[src/rtl/project_fmr.sv]
// Five-modular-redundancy voter stage: five replica channels with per-replica fault
// injection, a bitwise majority-of-five voter, and registered result/disagreement flags.

module fmr_replica (
    input  logic [4:0] x,
    input  logic       inject,
    output logic [4:0] r
);
    // A faulted replica inverts every bit of its operand.
    assign r = x ^ {5{inject}};
endmodule

module fmr_voter (
    input  logic [4:0][4:0] r,
    output logic [4:0]      v,
    output logic [4:0]      fault
);
    logic [2:0] sum;

    always_comb begin
        v     = '0;
        fault = '0;
        sum   = '0;
        for (int b = 0; b < 5; b++) begin
            sum = {2'b00, r[0][b]} + {2'b00, r[1][b]} + {2'b00, r[2][b]}
                + {2'b00, r[3][b]} + {2'b00, r[4][b]};
            v[b] = (sum >= 3'd3);
        end
        for (int i = 0; i < 5; i++) begin
            fault[i] = |(r[i] ^ v);
        end
    end
endmodule

module project_fmr (
    input  logic       clk,
    input  logic       rst,
    input  logic [4:0] X,
    input  logic [4:0] g,
    output logic [4:0] a,
    output logic [4:0] fault
);
    logic [4:0][4:0] r;
    logic [4:0]      v;
    logic [4:0]      fault_d;
    logic [4:0]      a_q;
    logic [4:0]      fault_q;

    for (genvar i = 0; i < 5; i++) begin : g_replica
        fmr_replica u_replica (
            .x      (X),
            .inject (g[i]),
            .r      (r[i])
        );
    end

    fmr_voter u_voter (
        .r     (r),
        .v     (v),
        .fault (fault_d)
    );

    always_ff @(posedge clk) begin
        if (rst) begin
            a_q     <= '0;
            fault_q <= '0;
        end else begin
            a_q     <= v;
            fault_q <= fault_d;
        end
    end

    assign a     = a_q;
    assign fault = fault_q;
endmodule

[config.mk]
export PLATFORM = sky130hd
export DESIGN_NAME = project_fmr
export DESIGN_NICKNAME = d
export VERILOG_FILES = /design/src/rtl/project_fmr.sv
export SDC_FILE = /design/constraint.sdc
export NUM_CORES = 1
export LEC_CHECK = 0
export BUFFER_PORTS_ARGS = -buffer_cell sky130_fd_sc_hd__buf_4
export CAP_MARGIN = 20
export CORE_MARGIN = 10
export CORE_UTILIZATION = 55
export DETAILED_ROUTE_END_ITERATION = 16
export PLACE_DENSITY = 0.86
export SLEW_MARGIN = 20
export SYNTH_ARGS = -nofsm -noshare
export SYNTH_HDL_FRONTEND = slang
export SYNTH_HIERARCHICAL = 1
export SYNTH_SLANG_ARGS = --single-unit
[constraint.sdc]
create_clock -name clk -period 3.8 [get_ports clk]
set_clock_uncertainty 0.05 [all_clocks]
set_input_delay 0.38 -clock clk [delete_from_list [all_inputs] [get_ports clk]]
set_output_delay 0.38 -clock clk [all_outputs]
set_load 0.01 [all_outputs]
After elaboration in Yosys (flattened, before gate mapping)
Cells that the tools add are included.
{"block": "classes", "add_sub_neg": 20, "multipliers": 0, "div": 0, "order_cmp": 5, "eq_ne": 0, "shift": 0, "n_mux": 0, "bitwise_logic": 10, "n_reduce_logical": 5}
{"op": "XOR 5 bit", "n": 10}
{"op": "adder 3 x 1 -> 3 bit", "n": 15}
{"op": "OR reduction 5 bit", "n": 5}
{"op": "greater-or-equal comparator 3 x 2 -> 1 bit (second input constant)", "n": 5}
{"op": "adder 1 x 1 -> 2 bit", "n": 5}
{"block": "totals", "ff_bits": 10, "latchBits": 0, "ram_bits": 0, "romBits": 0, "output_inout_bits": 10, "elab_cells": 42, "n_memories": 0}

Longest topological paths before layout
{"block": "depth", "word_depth": 8, "mapped_depth": 13, "depth_no_buf": 11}

Cells and area by module
Netlist, hierarchy kept.
{"mod": "fmr_voter", "instances": 1, "cells_per_inst": 112, "area_per_inst_um2": 820.8, "seq_area_each_um2": 0.0}
{"mod": "fmr_replica", "instances": 5, "cells_per_inst": 6, "area_per_inst_um2": 55.1, "seq_area_each_um2": 0.0}
{"mod": "project_fmr", "instances": 1, "cells_per_inst": 20, "area_per_inst_um2": 262.8, "seq_area_each_um2": 200.2}

Worst setup path after synthesis
OpenSTA, ideal clock, no wires.
{"block": "synth_path", "path_kind": "input -> register", "start": "input port g[0]", "end": "register fault_q[0], in the netlist fault[0]", "arrival_time_ns": 2.860, "required_ns": 3.636, "setup_slack_ns": 0.776, "stages": 11, "path_buffers": 1, "cell_sequence": "buf_6 -> xor2_1 -> inv_1 -> fa_1 -> fa_1 -> inv_1 -> ha_1 -> a21oi_4 -> xnor2_1 -> or4_1 -> nor2b_1"}
{"element": "from (decl)", "line_no": "39", "text": "input logic [4:0] g,"}
{"element": "to (signal assigned)", "line_no": "69", "text": "fault_q <= fault_d;"}
{"element": "to (decl)", "line_no": "47", "text": "logic [4:0] fault_q;"}

==> summary.md <==
| Metric | Value |
|---|---|
| Run status | `complete, no violations` |
| Arrival time at the worst endpoint | `approximately 3.1 ns` |
| Number of nets in the synthesized netlist | `189` |
| Most instantiated library cell after synthesis | `sky130_fd_sc_hd__inv_1` |
| Register bit count reported by yosys | `10` |
| Half-perimeter wire length after detailed placement | `roughly 2200 um` |
| Fraction of the yosys area taken by sequential cells | `approximately 15%` |
| Slew at the pin with the worst max-slew slack | `0.514 ns` |
| Setup repair after global routing missed its margin | `no` |
| Root Driver | `sky130_fd_sc_hd__clkbuf_4` |
| Switching power | `302 uW` |
| DR iter-0 viols | `34` |
| Placer Congestion | `0.828` |
| Wire length reported by the detailed router | `2630 um` |
| Number of vias per cell after detailed routing | `4.92` |
| Most used flip-flop cell after synthesis | `sky130_fd_sc_hd__dfxtp_1` |
| Site row count | `17` |
| Total non-filler cell area in the finished layout | `1500 um2` |
| Die Footprint | `4860 um2` |
| Dominant cells by area after synthesis | `sky130_fd_sc_hd__xor2_1 (16%), sky130_fd_sc_hd__dfxtp_1 (15%), sky130_fd_sc_hd__fa_1 (15%)` |
| Global-route wire length before repair | `4440 um` |
| Adder-cell area share of the yosys netlist | `19.3%` |
| Proportion of netlist area held by the largest area contributor | `16.1%` |
| Avg Inst Size Synth | `8.39 um2` |
| Min setup slack post-route | `0.791 ns` |
| Internal power of the cells | `about 400 uW` |
| Remaining antenna violation count after routing | `0` |
| Type of the worst setup path | `in -> reg` |
| Crit start category | `input pin` |
| Die Y | `~70 um` |
| Global Route Usage Sum | `10.7%` |
| PortBufs | `21` |
| Combinational share of power | `71.6%` |
| Count of different cell masters after synthesis | `16` |
| Clock transition time at the flip-flop clock pins of the worst setup and hold paths | `0.06 ns` |
| Length of the first detailed-routing pass in iterations | `4` |
| Number of flops mapped to enable cells by yosys | `0` |
| Cell types with the highest counts after synthesis | `sky130_fd_sc_hd__inv_1 (41), sky130_fd_sc_hd__xor2_1 (25), sky130_fd_sc_hd__xnor2_1 (15)` |
| Power per cell area | `~470 nW/um2` |
| Syn Std Cell Area | `1360 um2` |
| Number of setup violations in the final report | `0` |
| Post-synthesis share of cell area spent on xor and xnor gates | `between 20 and 30%` |
| Share of post-route cells with drive strength above 1 | `16.9%` |
| Global route total overflow | `0` |
| Vias after detailed routing | `1008` |
| Ratio of final minimum period to clock period | `79.2%` |
| Worst-case clock buffer depth | `2` |
| Share of synthesized area spent on multiplexers | `0%` |
| Fraction of registers with async set or reset after synthesis | `0%` |
| IR drop worst, VDD | `264 uV` |
| Dominant combinational cell family by area after synthesis | `XOR/XNOR gates` |
| Diodes inserted | `0` |
| Number of remaining DRC errors | `0` |
| Largest net degree at the start of global routing | `12` |
| Number of antenna violations at the first check in global routing | `0` |
| Layout area overhead | `10.6%` |
| Number of buffers inserted for hold repair after clock tree synthesis | `0` |
| Initial core utilization | `59.7%` |
| Total clock sinks | `10` |
| Maximum Capacitance Violations | `0` |
| Detailed-route wire length per cell | `about 13 um` |
| Core footprint | `2280 um2` |
| Pre-CTS setup slack | `about 0.54 ns` |
| Worst endpoint required time | `between 3 and 4 ns` |
| TritonCTS buffer count | `3` |
| Sort of element at the end of the critical path | `register` |
| Largest fanout of any net on the critical path | `6` |
| Tightest slew margin relative to the limit | `65.7%` |
| Final-report hold violation count | `0` |
| CTS tree | `done` |
| Post-CTS Setup Repair Bufs | `0` |
| Hold crit path type | `in -> reg` |
| Area fraction in and, or, nand and nor cells after synthesis | `16.3%` |
| Number of gates given a new drive strength after cts | `0` |
| Shortest period the worst path allows | `3.01 ns` |
| Cell total after placement | `202` |
| Final Util | `66.0%` |
| Number of nets in the layout | `between 200 and 250` |
| Depth of the CTS H-tree | `1` |
| I/O pin total | `22` |
| Portion of total power attributed to the clock network | `about a tenth` |
| Max-slew violation count | `0` |
| TNS Setup | `0 ns` |
| Placed cell area | `between 1000 and 1500 um2` |
| Final std cells w/o fill | `about 210` |
| Gate count after technology mapping | `162` |
| Compound-cell area share of the yosys netlist | `7.27%` |
| Cell type with the largest total area after synthesis | `sky130_fd_sc_hd__xor2_1` |
| Horiz. Die Dim | `69.7 um` |
| Fraction of power spent switching nets | `between 40% and 50%` |
| Yosys Warn Count | `6` |
| Via count of the first global-routing pass | `slightly above 1000` |
| Sequential share of power | `roughly a fifth` |
| Upper clock frequency limit | `between 300 and 400 MHz` |
| Leakage dissipation | `0.000762 uW` |
[flip-flops by register name, indices dropped and copies added, names as in the netlist]
| register | flops |
|---|---|
| fault | 5 |
| a | 5 |
[worst max-delay path, cell delays in order]
cell,delay (ns)
sky130_fd_sc_hd__buf_4,0.14
sky130_fd_sc_hd__xor2_1,0.24
sky130_fd_sc_hd__inv_1,0.10
sky130_fd_sc_hd__fa_1,0.50
sky130_fd_sc_hd__fa_1,0.37
sky130_fd_sc_hd__inv_1,0.06
sky130_fd_sc_hd__ha_1,0.25
sky130_fd_sc_hd__a21oi_4,0.28
sky130_fd_sc_hd__xnor2_1,0.10
sky130_fd_sc_hd__or4_1,0.53
sky130_fd_sc_hd__nor2b_1,0.15
[metal layers]
layer	wire length (um)	track usage [%]	vias up
li1	-	-	516
met1	1200	12.9	463
met2	1300	18.4	29
met3	133	2.14	0
met4	0	3.26	0
met5	0	0	-
[layout make-up]
type / count / area [um2]
Fill cell: 196 / 773
Multi-Input combinational cell: 102 / 933
Clock buffer: 3 / 22.5
Sequential cell: 10 / 200
Inverter: 41 / 154
Timing Repair Buffer: 21 / 158
Tap cell: 28 / 35.0
[per-stage QoR]
step | hold slack (ns) | total power, uW
after global routing | 0.305 | 769
after CTS | 0.295 | 710
after global placement | 0.573 | 617
after floorplan | 0.402 | 522
after detailed placement | 0.580 | 638
final | 0.308 | 703
[power groups by stage]
| stage | Sequential, uW | Clock [uW] | Combinational, uW |
|---|---|---|---|
| after global placement | 136 | 0 | 481 |
| after detailed placement | 136 | 0 | 502 |
| after CTS | 134 | 70.4 | 506 |
| after global routing | 136 | 73.0 | 559 |
| final | 134 | 65.9 | 504 |
| after floorplan | 149 | 0 | 373 |
[cell usage in the layout (no fill, tap or decap), drive strengths merged]
| cell | count |
|---|---|
| ha | 5 |
| a21oi | 3 |
| xor2 | 25 |
| inv | 41 |
| buf | 21 |
| nor2b | 12 |
| or4 | 5 |
| clkbuf | 3 |
| xnor2 | 15 |
| fa | 10 |
| or3 | 10 |
| dfxtp | 10 |
| or2 | 2 |
| nand4 | 5 |
| o21ai | 10 |
[final timing paths]
| kind | from | endpoint | cells after the start |
|---|---|---|---|
| max | g[0] | fault[0] | 11 |
| min | rst | fault[3] | 2 |
[cell families after synthesis]
group                    count (synthesis)
XOR/XNOR                                40
flip-flops                              10
AND/OR/NAND/NOR                         34
adder cells (fa/ha/maj)                 15
buffers and inverters                   50
AO/OA/AOI/OAI                           13
(Power assumes the default switching activity.)
